[src/rtl/ip_dispatch_pkg.sv]
// Shared types and constants for the IP protocol dispatcher.
package ip_dispatch_pkg;

    typedef enum logic [1:0] {
        ST_IDLE,
        ST_HDR,
        ST_PAYLOAD,
        ST_DROP
    } state_t;

    localparam logic [7:0] PROTO_ICMP = 8'h01;
    localparam logic [7:0] PROTO_TCP  = 8'h06;
    localparam logic [7:0] PROTO_UDP  = 8'h11;

    // Channel-select width; a single channel still gets a 1-bit index.
    function automatic int sel_width(input int n);
        return (n > 1) ? $clog2(n) : 1;
    endfunction

endpackage

[src/rtl/ip_dispatch_match.sv]
// Priority protocol matcher: lowest enabled channel whose protocol equals proto wins.
module ip_dispatch_match
    import ip_dispatch_pkg::*;
#(
    parameter int NUM_CH = 4,
    parameter int SEL_W  = sel_width(NUM_CH)
) (
    input  logic [7:0]          proto,
    input  logic [8*NUM_CH-1:0] cfg_proto,
    input  logic [NUM_CH-1:0]   cfg_en,
    output logic                hit,
    output logic [SEL_W-1:0]    sel
);

    // Scan from the top so the lowest matching index is written last.
    always_comb begin
        hit = 1'b0;
        sel = '0;
        for (int i = NUM_CH - 1; i >= 0; i--) begin
            if (cfg_en[i] && (cfg_proto[i*8 +: 8] == proto)) begin
                hit = 1'b1;
                sel = SEL_W'(i);
            end
        end
    end

endmodule

[src/rtl/ip_proto_dispatch.sv]
// Routes IP header + payload frames to one of NUM_CH channels by protocol number.
// Define IP_DISPATCH_STATS_EN to build the per-channel frame and drop counters.
module ip_proto_dispatch
    import ip_dispatch_pkg::*;
#(
    parameter int NUM_CH     = 4,
    parameter int DATA_WIDTH = 8,
    parameter int CNT_WIDTH  = 16
) (
    input  logic                        i_clk,
    input  logic                        i_rst_n,

    input  logic                        s_hdr_valid,
    output logic                        s_hdr_ready,
    input  logic [7:0]                  s_ip_protocol,
    input  logic [15:0]                 s_ip_length,
    input  logic [31:0]                 s_ip_source_ip,
    input  logic [31:0]                 s_ip_dest_ip,

    input  logic [DATA_WIDTH-1:0]       s_tdata,
    input  logic                        s_tvalid,
    output logic                        s_tready,
    input  logic                        s_tlast,
    input  logic                        s_tuser,

    output logic [NUM_CH-1:0]           m_hdr_valid,
    input  logic [NUM_CH-1:0]           m_hdr_ready,
    output logic [7:0]                  m_ip_protocol,
    output logic [15:0]                 m_ip_length,
    output logic [31:0]                 m_ip_source_ip,
    output logic [31:0]                 m_ip_dest_ip,

    output logic [DATA_WIDTH-1:0]       m_tdata,
    output logic [NUM_CH-1:0]           m_tvalid,
    input  logic [NUM_CH-1:0]           m_tready,
    output logic                        m_tlast,
    output logic                        m_tuser,

    input  logic [8*NUM_CH-1:0]         cfg_proto,
    input  logic [NUM_CH-1:0]           cfg_en,

    input  logic                        stat_clr,
    output logic [CNT_WIDTH*NUM_CH-1:0] stat_frames,
    output logic [CNT_WIDTH-1:0]        stat_drops
);

    localparam int SEL_W = sel_width(NUM_CH);

    state_t             state;
    logic [SEL_W-1:0]   sel_q;
    logic [NUM_CH-1:0]  hdr_vld_q;
    logic               match_hit;
    logic [SEL_W-1:0]   match_sel;
    logic               hdr_accept;
    logic               beat_last;

    ip_dispatch_match #(
        .NUM_CH (NUM_CH),
        .SEL_W  (SEL_W)
    ) u_match (
        .proto     (s_ip_protocol),
        .cfg_proto (cfg_proto),
        .cfg_en    (cfg_en),
        .hit       (match_hit),
        .sel       (match_sel)
    );

    assign s_hdr_ready = (state == ST_IDLE);
    assign hdr_accept  = s_hdr_ready && s_hdr_valid;
    assign beat_last   = s_tvalid && s_tready && s_tlast;
    assign m_hdr_valid = hdr_vld_q;

    assign m_tdata = s_tdata;
    assign m_tlast = s_tlast;
    assign m_tuser = s_tuser;

    // Payload steering is combinational so a beat costs no extra cycle.
    always_comb begin
        m_tvalid = '0;
        s_tready = 1'b0;
        case (state)
            ST_PAYLOAD: begin
                m_tvalid[sel_q] = s_tvalid;
                s_tready        = m_tready[sel_q];
            end
            ST_DROP:    s_tready = 1'b1;
            default:    ;
        endcase
    end

    always_ff @(posedge i_clk or negedge i_rst_n) begin
        if (!i_rst_n) begin
            state          <= ST_IDLE;
            sel_q          <= '0;
            hdr_vld_q      <= '0;
            m_ip_protocol  <= '0;
            m_ip_length    <= '0;
            m_ip_source_ip <= '0;
            m_ip_dest_ip   <= '0;
        end else begin
            case (state)
                ST_IDLE: begin
                    if (s_hdr_valid) begin
                        m_ip_protocol  <= s_ip_protocol;
                        m_ip_length    <= s_ip_length;
                        m_ip_source_ip <= s_ip_source_ip;
                        m_ip_dest_ip   <= s_ip_dest_ip;
                        sel_q          <= match_sel;
                        if (match_hit) begin
                            state     <= ST_HDR;
                            hdr_vld_q <= NUM_CH'(1) << match_sel;
                        end else begin
                            state     <= ST_DROP;
                        end
                    end
                end
                ST_HDR: begin
                    if (m_hdr_ready[sel_q]) begin
                        state     <= ST_PAYLOAD;
                        hdr_vld_q <= '0;
                    end
                end
                ST_PAYLOAD: if (beat_last) state <= ST_IDLE;
                ST_DROP:    if (beat_last) state <= ST_IDLE;
                default:    state <= ST_IDLE;
            endcase
        end
    end

`ifdef IP_DISPATCH_STATS_EN
    logic [NUM_CH-1:0][CNT_WIDTH-1:0] frames_q;
    logic [CNT_WIDTH-1:0]             drops_q;
    logic                             frame_inc;
    logic                             drop_inc;

    assign frame_inc = (state == ST_PAYLOAD) && beat_last;
    assign drop_inc  = hdr_accept && !match_hit;

    // Clear has priority; increments stop at all-ones.
    always_ff @(posedge i_clk or negedge i_rst_n) begin
        if (!i_rst_n) begin
            frames_q <= '0;
            drops_q  <= '0;
        end else if (stat_clr) begin
            frames_q <= '0;
            drops_q  <= '0;
        end else begin
            if (drop_inc && (drops_q != '1))
                drops_q <= drops_q + CNT_WIDTH'(1);
            if (frame_inc && (frames_q[sel_q] != '1))
                frames_q[sel_q] <= frames_q[sel_q] + CNT_WIDTH'(1);
        end
    end

    assign stat_frames = frames_q;
    assign stat_drops  = drops_q;
`else
    logic unused_stat;

    assign unused_stat = &{1'b0, stat_clr, hdr_accept};
    assign stat_frames = '0;
    assign stat_drops  = '0;
`endif

endmodule

[config.mk]
export PLATFORM = sky130hd
export DESIGN_NAME = ip_proto_dispatch
export DESIGN_NICKNAME = d
export VERILOG_FILES = /design/src/rtl/ip_dispatch_pkg.sv /design/src/rtl/ip_dispatch_match.sv /design/src/rtl/ip_proto_dispatch.sv
export SDC_FILE = /design/constraint.sdc
export NUM_CORES = 1
export LEC_CHECK = 0
export ABC_CLOCK_PERIOD_IN_PS = 4800
export CORE_AREA = 5 5 126 128
export DETAILED_ROUTE_END_ITERATION = 16
export DIE_AREA = 0 0 131 133
export GPL_TIMING_DRIVEN = 0
export PLACE_DENSITY = 0.74
export RECOVER_POWER = 25
export SYNTH_ARGS = -nofsm -noshare
export SYNTH_HDL_FRONTEND = slang
export SYNTH_SLANG_ARGS = --single-unit
[constraint.sdc]
create_clock -name i_clk -period 4.8 [get_ports i_clk]
set_input_delay 1.2 -clock i_clk [delete_from_list [all_inputs] [get_ports i_clk]]
set_output_delay 1.2 -clock i_clk [all_outputs]
set_load 0.005 [all_outputs]
**Word-level counts from Yosys, hierarchy flattened**

Cells that the tools add are included.
Widths: inputs -> output; s select.

- Input port bits: 147
- Logic and storage cells: 60
- Bits in registers: 96

- Shift operators: 1
- Reduce and logical (&&, ||, !) cells: 13
- Mux-type cells: 25
- Magnitude comparators: 2
- Bitwise logic cells: 1
- Equality and inequality tests: 11

Operator list:

| kind | count |
|---|---|
| $eq 8x8->1 | 4 |
| $mux 2 | 8 |
| $mux 4 | 4 |
| $pmux 4 s2 | 1 |
| $logic_and 1x1->1 | 7 |
| $mux 1 | 7 |
| $pmux 2 s3 | 1 |
| $and 4x4->4 | 1 |
| $bmux 1 s2 | 2 |
| $eq 2x2->1 const B | 2 |
| $ne 2x1->1 const B | 2 |
| $ne 2x2->1 const B | 2 |
| $reduce_and 4->1 | 1 |
| $shl 1x2->4 const A | 1 |
| $lt 2x3->1 const B | 1 |
| $reduce_and 3->1 | 1 |
| $demux 1 s2 | 1 |
| $eq 2x1->1 const B | 1 |
| $ge 2x1->1 const B | 1 |
| $logic_not 2->1 | 1 |
| $pmux 1 s2 | 1 |
| $reduce_and 2->1 | 1 |
| $reduce_bool 2->1 | 1 |
| $reduce_or 2->1 | 1 |

**Longest topological paths before layout**

Gate-level depths: netlist of the first run.

- Word-level depth: 10
- Gate-level depth with buffers: 8
- Gate-level depth less buffers: 7

**Modules after synthesis**

From an unflattened synthesis of the first run, not the netlist that was laid out.

- Cells, all modules: 384
- Area total of the unflattened synthesis: 4904.7 µm²

Modules (own cells, without submodules):

| module | cells an instance | instances | area an instance (µm²) |
|---|---|---|---|
| ip_proto_dispatch | 330 | 1 | 4486.8 |
| ip_dispatch_match | 54 | 1 | 417.9 |

**Worst setup path after synthesis of the first run**

OpenSTA, ideal clock, no wires.

- Kind: input-to-output
- Start point: input port m_tready[3]
- End point: output port s_tready
- Data arrival time: 1.811 ns
- Cell stages on the path: 3
- Buffers on the path: 0
- Setup slack: 1.789 ns
- Path through: mux4_2 -> nor2_1 -> nor2b_1

- Longest elaborated chain between the ends: 3

Ends and longest elaborated chain:

| what | RTL line | text |
|---|---|---|
| start: declaration | ip_proto_dispatch.sv:35 | `input logic [NUM_CH-1:0] m_tready,` |
| $bmux 1 s2 | ip_proto_dispatch.sv:84 | `s_tready = m_tready[sel_q];` |
| $mux 1 (implied by the code) | ip_proto_dispatch.sv:84 |  |
| $pmux 1 s2 | ip_proto_dispatch.sv:81 | `case (state)` |
| end: declaration | ip_proto_dispatch.sv:22 | `output logic s_tready,` |

Every way passes these cells. The select of a mux whose other input is x is not followed.

**Worst setup path after layout of the first run**

- Start point: input port s_tvalid
- End point: output port m_tvalid[2]

- Longest elaborated chain between the ends: 2

Ends and longest elaborated chain:

| what | RTL line | text |
|---|---|---|
| start: declaration | ip_proto_dispatch.sv:21 | `input logic s_tvalid,` |
| $and 4x4->4 (no source line) | - |  |
| $mux 4 | ip_proto_dispatch.sv:81 |  |
| end: declaration | ip_proto_dispatch.sv:34 | `output logic [NUM_CH-1:0] m_tvalid,` |

Every way passes these cells.

==> impl_metrics.csv, run 1 <==
group,metric,value,unit
sta,rsz0062_at_grt,"no",
setup_path,cp_max_fo,3,
cts,clk_pin_slew,60,ps
power_and_ir_drop,power_density,470,nW/um^2
yosys,syn-instance-count,576,
cts,clock_sinks,96,
power_and_ir_drop,p_leak,0.00411,uW
yosys,ys_types,31,
cts,h-tree-depth,3,
grt,grt_pass1_vias,4411,
setup_path,cp_num_buf_inv,2,
sta,maxSlewHeadroom,-0.481,
die,initial_core_util,0.333,
sta,worst_pin_slew,2220,ps
status,violations,"max-capacitance violations, max-slew violations",
grt,antenna_found_initial,0,
setup_path,worst-setup-path-type,"in -> out",
routing,route.detailed.drc,0,
yosys,synth-seq-cells,96,
sta,setup_viol,0,
grt,grt_pass1_wl,22800,um
cts,cts_root_buf,"clkbuf_16",
setup_path,r2r_start,"state[1]",
yosys,ys_warn_count,0,
yosys,yosys.area.top_type,"dfrtp_1",
status,status,"complete, but fails checks",
cells_and_area,antennaDiodeCount,0,
cts,clk_latency,340,ps
routing,vias,4443,
setup_path,crit_start,"s_tvalid",
yosys,yosys-top-cells-area,"dfrtp_1, nand2_1, buf_4",
placement,pre_cts_slack,823,ps
die,die_area,17400,um^2
routing,drtIter0Drc,121,
routing,avgRoutedWirePerCell,14.0,um
yosys,synth_most_common_cell,"nand2_1",
sta,drv_slew,39,
setup_path,crit_path_max_incr_delay,530,ps
sta,finClkSkew,10.3,ps
die,core,14800,um^2
cells_and_area,area_growth,66.1,%
setup_path,start_kind,"input pin",
placement,place_congestion,0.771,
die,die_x,131,um
routing,ant_nets,0,
grt,gr-total-overflow,0,
cts,ctsHoldBuffers,0,
flow_run,cap_violations,1,
cts,cts_tree,"done",
setup_path,cp_cell_sequence,"clkdlybuf4s50_1 > nand2_1 > or2_2 > nor3b_1 > clkdlybuf4s50_1",
die,num_rows,45,
yosys,synth_area,4920,um^2
routing,wl,15300,um
yosys,synth_flop_cell,"dfrtp_1",
setup_path,required,3600,ps
die,ios,335,
power_and_ir_drop,ir_worst_vdd,0.262,mV
die,die_h,133,um
grt,grt_max_degree,59,
yosys,ys_async_sr_fraction,1.00,
cells_and_area,final_util,0.554,
sta,hold_viol_final,0,
worst_hold_path,min_from,"m_ip_dest_ip[5]",
yosys,yosysTopAreaCellShare,0.489,
sta,setup_ws,811,ps
setup_path,timing.critical_path.mode_cell,"clkdlybuf4s50_1",
cells_and_area,layout.nets,1050,
setup_path,critPathTopFamily,"buffers and inverters",
yosys,synth-edff-count,0,
sta,period_needed,3990,ps
yosys,synth_commonest_cells,"nand2_1, dfrtp_1, buf_4",
placement,io_buffers,236,
cts,ctsLongestPathBuffers,2,
cts,post_cts_resized,0,
worst_hold_path,hp-class,"reg -> reg",
cells_and_area,layout-drive-gt1-share,0.140,
setup_path,slowest_stage,"clkdlybuf4s50_1",
cts,postCtsSetupBuffers,0,
sta,finalCritPeriodShare,0.831,
yosys,ys_seq_area_frac,0.489,
cts,cts_buffers,9,
sta,max_clock_freq,0.251,GHz
grt,grtUsageTotal,0.169,
routing,viasPerCell,4.05,
yosys,syn_area_per_cell,8.54,um^2
setup_path,arrival,2790,ps
routing,dr.pass1.iters,4,
setup_path,endpoint_kind,"primary output",
placement,dp_hpwl,12300,um
[metal layers]
| metal | up-vias | part of all wire | GRT usage |
|---|---|---|---|
| met1 | 1996 | 0.38 | 0.198 |
| met3 | 19 | 0.11 | 0.0690 |
| met4 | 0 | 0.018 | 0.0531 |
| met2 | 180 | 0.48 | 0.281 |
| li1 | 2248 | - | - |
| met5 | - | 0 | 0 |
[layout make-up]
cell class / count / area [um^2]
Clock buffer: 11 / 233
Fill cell: 1324 / 6580
Multi-Input combinational cell: 438 / 1960
Tap cell: 188 / 235
Timing Repair Buffer: 237 / 2380
Sequential cell: 96 / 2400
Buffer: 121 / 847
Clock inverter: 5 / 104
[through the flow]
stage / TNS (ps) / cells / cell area, um^2 / total power, uW / hold slack (ps)
global placement: -117260 / 1079 / 7810 / 3030 / 456
floorplan: 0 / 655 / 5210 / 1990 / 470
global route: 0 / 1096 / 8170 / 4120 / 490
finish: 0 / 1096 / 8170 / 3840 / 471
detailed placement: 0 / 1080 / 7840 / 3060 / 461
CTS: 0 / 1096 / 8170 / 3900 / 477
[sequential cells by signal (all words and copies together), names as in the netlist]
name,count
m_ip_dest_ip,32
m_ip_protocol,8
state,2
m_hdr_valid,4
sel_q,2
m_ip_length,16
m_ip_source_ip,32
[cell usage in the layout (no fill, tap or decap), types with 2 or more instances in the layout]
master and n:
bufinv_16 3, conb_1 80, buf_1 3, nand2_1 279, o21ai_1 5, nand2b_1 3, mux4_2 2, clkbuf_1 17
xor2_1 21, buf_4 95, buf_6 4, xnor2_1 11, o31ai_1 2, nand3_1 5, dfrtp_1 96, nand4_1 5
nor4_1 3, nor3_1 5, clkbuf_16 9, buf_2 5, nor2_1 5, clkdlybuf4s50_1 235
[cell families (layout without fill, tap and decap cells)]
logic type / after synthesis / after routing / synth area share
other cells: 1 / 80 / 0.000763
buf+inv: 121 / 374 / 0.172
mux: 3 / 3 / 0.0112
flops: 96 / 96 / 0.489
compound gates: 11 / 11 / 0.0191
xor+xnor: 32 / 32 / 0.0570
simple gates: 312 / 312 / 0.251
[worst paths after layout]
path	cells past startpoint	slack, ps	endpoint
setup reg to reg	8	2740	m_ip_dest_ip[6]
max in group asynchronous	1	2010	state[1]
setup / recovery	5	810	m_tvalid[2]
hold reg to reg	2	470	m_ip_dest_ip[5]
hold / removal	2	470	m_ip_dest_ip[5]
min in group asynchronous	1	1500	m_ip_length[5]
[worst min-delay path, delay by kind of cell, from the launching register on]
family | cells | cell delay, ps
DFF | 1 | 340
and+or+nand+nor | 2 | 100
[where the power goes]
| part | leakage [uW] | switching, uW | internal [uW] |
|---|---|---|---|
| Clock | 0.000164 | 309 | 511 |
| Combinational | 0.00274 | 711 | 965 |
| Sequential | 0.00121 | 181 | 1170 |
Power figures use the tool's default switching activity.
==> inputs of run 2 (changes only) <==
Settings changed: ABC_CLOCK_PERIOD_IN_PS 4800 to 3700, CORE_AREA 5 5 126 128 to 5 5 127 129, DIE_AREA 0 0 131 133 to 0 0 132 134, PLACE_DENSITY 0.74 to 0.73.
Clock period 4.8 ns to 3.7 ns, I/O delays scaled along.
==> impl_metrics.csv, run 2 (synthesized netlist as in run 1, its figures left out) <==
group,metric,value,unit
status,status,"complete, but fails checks",
status,violations,"max-capacitance violations, max-slew violations",
cts,ctsLongestPathBuffers,2,
setup_path,endpoint_kind,"primary output",
cells_and_area,area_growth,66.3,%
die,die_x,132,um
setup_path,required,2770,ps
placement,io_buffers,236,
die,core,14900,um^2
grt,grt_pass1_wl,23500,um
die,die_h,134,um
cts,cts_root_buf,"clkbuf_16",
worst_hold_path,hp-class,"reg -> reg",
routing,ant_nets,0,
routing,dr.pass1.iters,4,
grt,grt_pass1_vias,4407,
sta,drv_slew,40,
die,initial_core_util,0.330,
sta,finalCritPeriodShare,0.934,
sta,period_needed,3460,ps
cells_and_area,final_cells,1093,
sta,hold_viol_final,0,
routing,drtIter0Drc,150,
cells_and_area,antennaDiodeCount,0,
cells_and_area,final_common_cell,"nand2_1",
routing,vias,4409,
grt,grt_max_degree,58,
sta,rsz0062_at_grt,"no",
placement,place_congestion,0.788,
cts,cts_tree,"done",
die,ios,335,
worst_hold_path,holdPathStages,2,
grt,gr-total-overflow,0,
cts,post_cts_resized,0,
power_and_ir_drop,p_leak,0.00411,uW
die,die_area,17700,um^2
cells_and_area,layout_common_cells,"nand2_1, clkdlybuf4s50_1, dfrtp_1",
setup_path,r2r_start,"state[1]",
power_and_ir_drop,ir_worst_vdd,0.382,mV
cells_and_area,top_regs,"m_ip_dest_ip (32), m_ip_source_ip (32), m_ip_length (16)",
cts,cts_buffers,9,
routing,wl,15600,um
setup_path,reg2reg_depth,8,
cells_and_area,final_util,0.548,
sta,tns,0,ps
sta,worst_pin_slew,2260,ps
grt,antenna_found_initial,0,
placement,place_inst,1080,
worst_hold_path,min_from,"m_ip_dest_ip[20]",
flow_run,cap_violations,1,
sta,max_clock_freq,0.289,GHz
setup_path,worst-setup-path-type,"in -> out",
die,num_rows,45,
cts,h-tree-depth,3,
setup_path,arrival,2530,ps
cells_and_area,layout-drive-gt1-share,0.139,
sta,maxSlewHeadroom,-0.509,
setup_path,regToRegEndpoint,"m_ip_dest_ip[6]",
routing,viasPerCell,4.03,
grt,grtUsageTotal,0.168,
setup_path,rrSetupSlack,1610,ps
cts,clk_latency,340,ps
cts,clk_pin_slew,70,ps
setup_path,start_kind,"input pin",
cts,postCtsSetupBuffers,0,
sta,finClkSkew,7.83,ps
routing,avgRoutedWirePerCell,14.3,um
cells_and_area,layout.nets,1050,
worst_hold_path,holdPathEnd,"m_ip_dest_ip[20]",
cts,ctsHoldBuffers,0,
placement,dp_hpwl,12500,um
setup_path,cp_max_fo,3,
routing,route.detailed.drc,0,
cts,clock_sinks,96,
power_and_ir_drop,power_density,617,nW/um^2
sta,setup_viol,0,
## run 2: layout make-up
type                       count  area, um^2
tap                          188         235
fill                        1407        6740
clock buffer                   9         225
buffer                       121         847
multi-input combinational    438        1960
clock inverter                 4         120
sequential                    96        2400
timing repair buffer         237        2380
## run 2: worst max-delay path by stage
stage | startpoint | end | slack [ps]
CTS | s_tvalid | m_tvalid[2] | 230
global placement | i_rst_n | m_ip_dest_ip[18] | -2120
detailed placement | s_tvalid | m_tvalid[2] | 250
finish | s_tvalid | m_tvalid[2] | 240
floorplan | m_tready[3] | s_tready | 1240
global route | s_tvalid | m_tvalid[2] | 160
## run 2: stage by stage
step                      hold slack (ps)  worst slack [ps]  power (uW)  instance area (um^2)
after floorplan                       470              1240        2580                  5210
after global placement                457             -2120        3950                  7810
after detailed placement              461               247        3990                  7840
after CTS                             477               234        5130                  8180
after global routing                  488               164        5400                  8180
final                                 473               243        5040                  8180
## run 2: where the power goes
group	leakage, uW	switching (uW)	internal, uW
clock network	0.000167	391	718
logic	0.00274	932	1250
registers	0.00121	239	1510
## run 2: per-layer routing
metal  share of wire  GRT usage  vias up
li1                -          -     2244
met1            0.40      0.198     1966
met2            0.49      0.279      182
met3           0.094     0.0668       17
met4           0.018     0.0600        0
met5               0          0        -
## run 2: worst max-delay path, cell delays in order
cell and delay [ps]:
clkdlybuf4s50_1 500, nand2_1 80, or2_2 300, nor3b_1 190
clkdlybuf4s50_1 530
==> inputs of run 3 (changes only) <==
Settings changed: CELL_PAD_IN_SITES_DETAIL_PLACEMENT set to 1, CELL_PAD_IN_SITES_GLOBAL_PLACEMENT set to 2, CORE_AREA 5 5 127 129 to unset, CORE_MARGIN set to 5, CORE_UTILIZATION set to 18, DIE_AREA 0 0 132 134 to unset, PLACE_DENSITY 0.73 to 0.76.
==> impl_metrics.csv, run 3 (synthesized netlist as in run 1, its figures left out) <==
group,metric,value,unit
cells_and_area,final_cells,1249,
cts,cts_tree,"done",
die,ios,335,
cts,h-tree-depth,3,
sta,setup_viol,0,
cells_and_area,area_growth,68.5,%
cts,cts_root_buf,"clkbuf_16",
die,die_area,30700,um^2
cells_and_area,layout-drive-gt1-share,0.142,
cts,ctsHoldBuffers,0,
sta,drv_slew,0,
power_and_ir_drop,p_leak,0.00408,uW
placement,pre_cts_slack,204,ps
status,status,"finished clean",
die,core,27000,um^2
cts,post_cts_resized,0,
sta,holdWs,473,ps
setup_path,start_kind,"input pin",
worst_hold_path,min_from,"m_ip_protocol[1]",
setup_path,crit_start,"s_tvalid",
setup_path,cp_max_fo,3,
setup_path,rrSetupSlack,1540,ps
grt,grt_pass1_vias,4915,
cts,postCtsSetupBuffers,0,
routing,wl,18900,um
routing,dr.pass1.iters,4,
routing,route.detailed.drc,0,
placement,io_buffers,236,
sta,finalCritPeriodShare,0.944,
placement,dp_hpwl,15100,um
sta,hold_viol_final,0,
sta,max_clock_freq,0.286,GHz
sta,finClkSkew,13.4,ps
cells_and_area,final_common_cell,"nand2_1",
cells_and_area,top_regs,"m_ip_dest_ip (32), m_ip_source_ip (32), m_ip_length (16)",
power_and_ir_drop,ir_worst_vdd,0.269,mV
setup_path,required,2770,ps
placement,placed_area,8030,um^2
sta,worst_pin_slew,1420,ps
routing,avgRoutedWirePerCell,15.1,um
worst_hold_path,hp-class,"reg -> reg",
sta,rsz0062_at_grt,"no",
cts,ctsLongestPathBuffers,2,
sta,setup_ws,207,ps
setup_path,arrival,2570,ps
placement,place_congestion,0.730,
grt,grtUsageTotal,0.121,
cts,clk_pin_slew,70,ps
die,die_h,175,um
die,initial_core_util,0.182,
cts,clock_sinks,96,
placement,place_inst,1233,
sta,period_needed,3490,ps
grt,grt_pass1_wl,29100,um
cells_and_area,layout_common_cells,"nand2_1, clkdlybuf4s50_1, dfrtp_1",
cells_and_area,layout.nets,1050,
power_and_ir_drop,power_density,590,nW/um^2
flow_run,cap_violations,0,
die,die_x,175,um
grt,antenna_found_initial,1,
cts,cts_buffers,9,
grt,grt_max_degree,53,
setup_path,endpoint_kind,"primary output",
die,num_rows,60,
cells_and_area,antennaDiodeCount,0,
routing,drtIter0Drc,183,
grt,gr-total-overflow,0,
setup_path,worst-setup-path-type,"in -> out",
sta,maxSlewHeadroom,0.0550,
setup_path,r2r_start,"state[1]",
cts,clk_latency,350,ps
routing,viasPerCell,3.65,
cells_and_area,design_area,8280,um^2
routing,ant_nets,0,
routing,vias,4564,
[run 3: worst max-delay path, stage by stage]
cell and delay, ps:
clkdlybuf4s50_1 510, nand2_1 70, or2_2 300, nor3b_1 220, clkdlybuf4s50_1 540
[run 3: area by class of cell]
| type | instances | area (um^2) |
|---|---|---|
| Sequential cell | 96 | 2400 |
| Fill cell | 3211 | 18700 |
| Tap cell | 341 | 427 |
| Clock buffer | 11 | 243 |
| Buffer | 121 | 847 |
| Timing Repair Buffer | 237 | 2360 |
| Clock inverter | 5 | 38.8 |
| Multi-Input combinational cell | 438 | 1960 |
[run 3: metrics by stage]
stage,utilization,power [uW],setup TNS (ps)
after floorplan,-,2580,0
after global placement,0.297,4020,-249750
after detailed placement,0.298,4070,0
after CTS,0.308,5040,0
after global routing,0.307,5320,0
final,0.307,4890,0
[run 3: power breakdown]
group	switching, uW	total, uW	internal (uW)	leakage (uW)
Sequential	229	1740	1510	0.00121
Combinational	982	2230	1250	0.00273
Clock	436	917	481	0.000137
[run 3: final timing paths]
kind                                      end  depth (start not counted)
max                               m_tvalid[2]                          5
min                          m_ip_protocol[1]                          2
max reg2reg                  m_ip_protocol[6]                          7
min reg2reg                  m_ip_protocol[1]                          2
max in group asynchronous  m_ip_source_ip[14]                          2
min in group asynchronous            state[0]                          1
[run 3: layer usage]
| layer | wire (um) | vias up | global-route usage |
|---|---|---|---|
| li1 | - | 2251 | - |
| met3 | 1550 | 18 | 0.0430 |
| met5 | 13 | - | 0 |
| met2 | 9110 | 177 | 0.201 |
| met4 | 348 | 2 | 0.0331 |
| met1 | 7880 | 2116 | 0.149 |
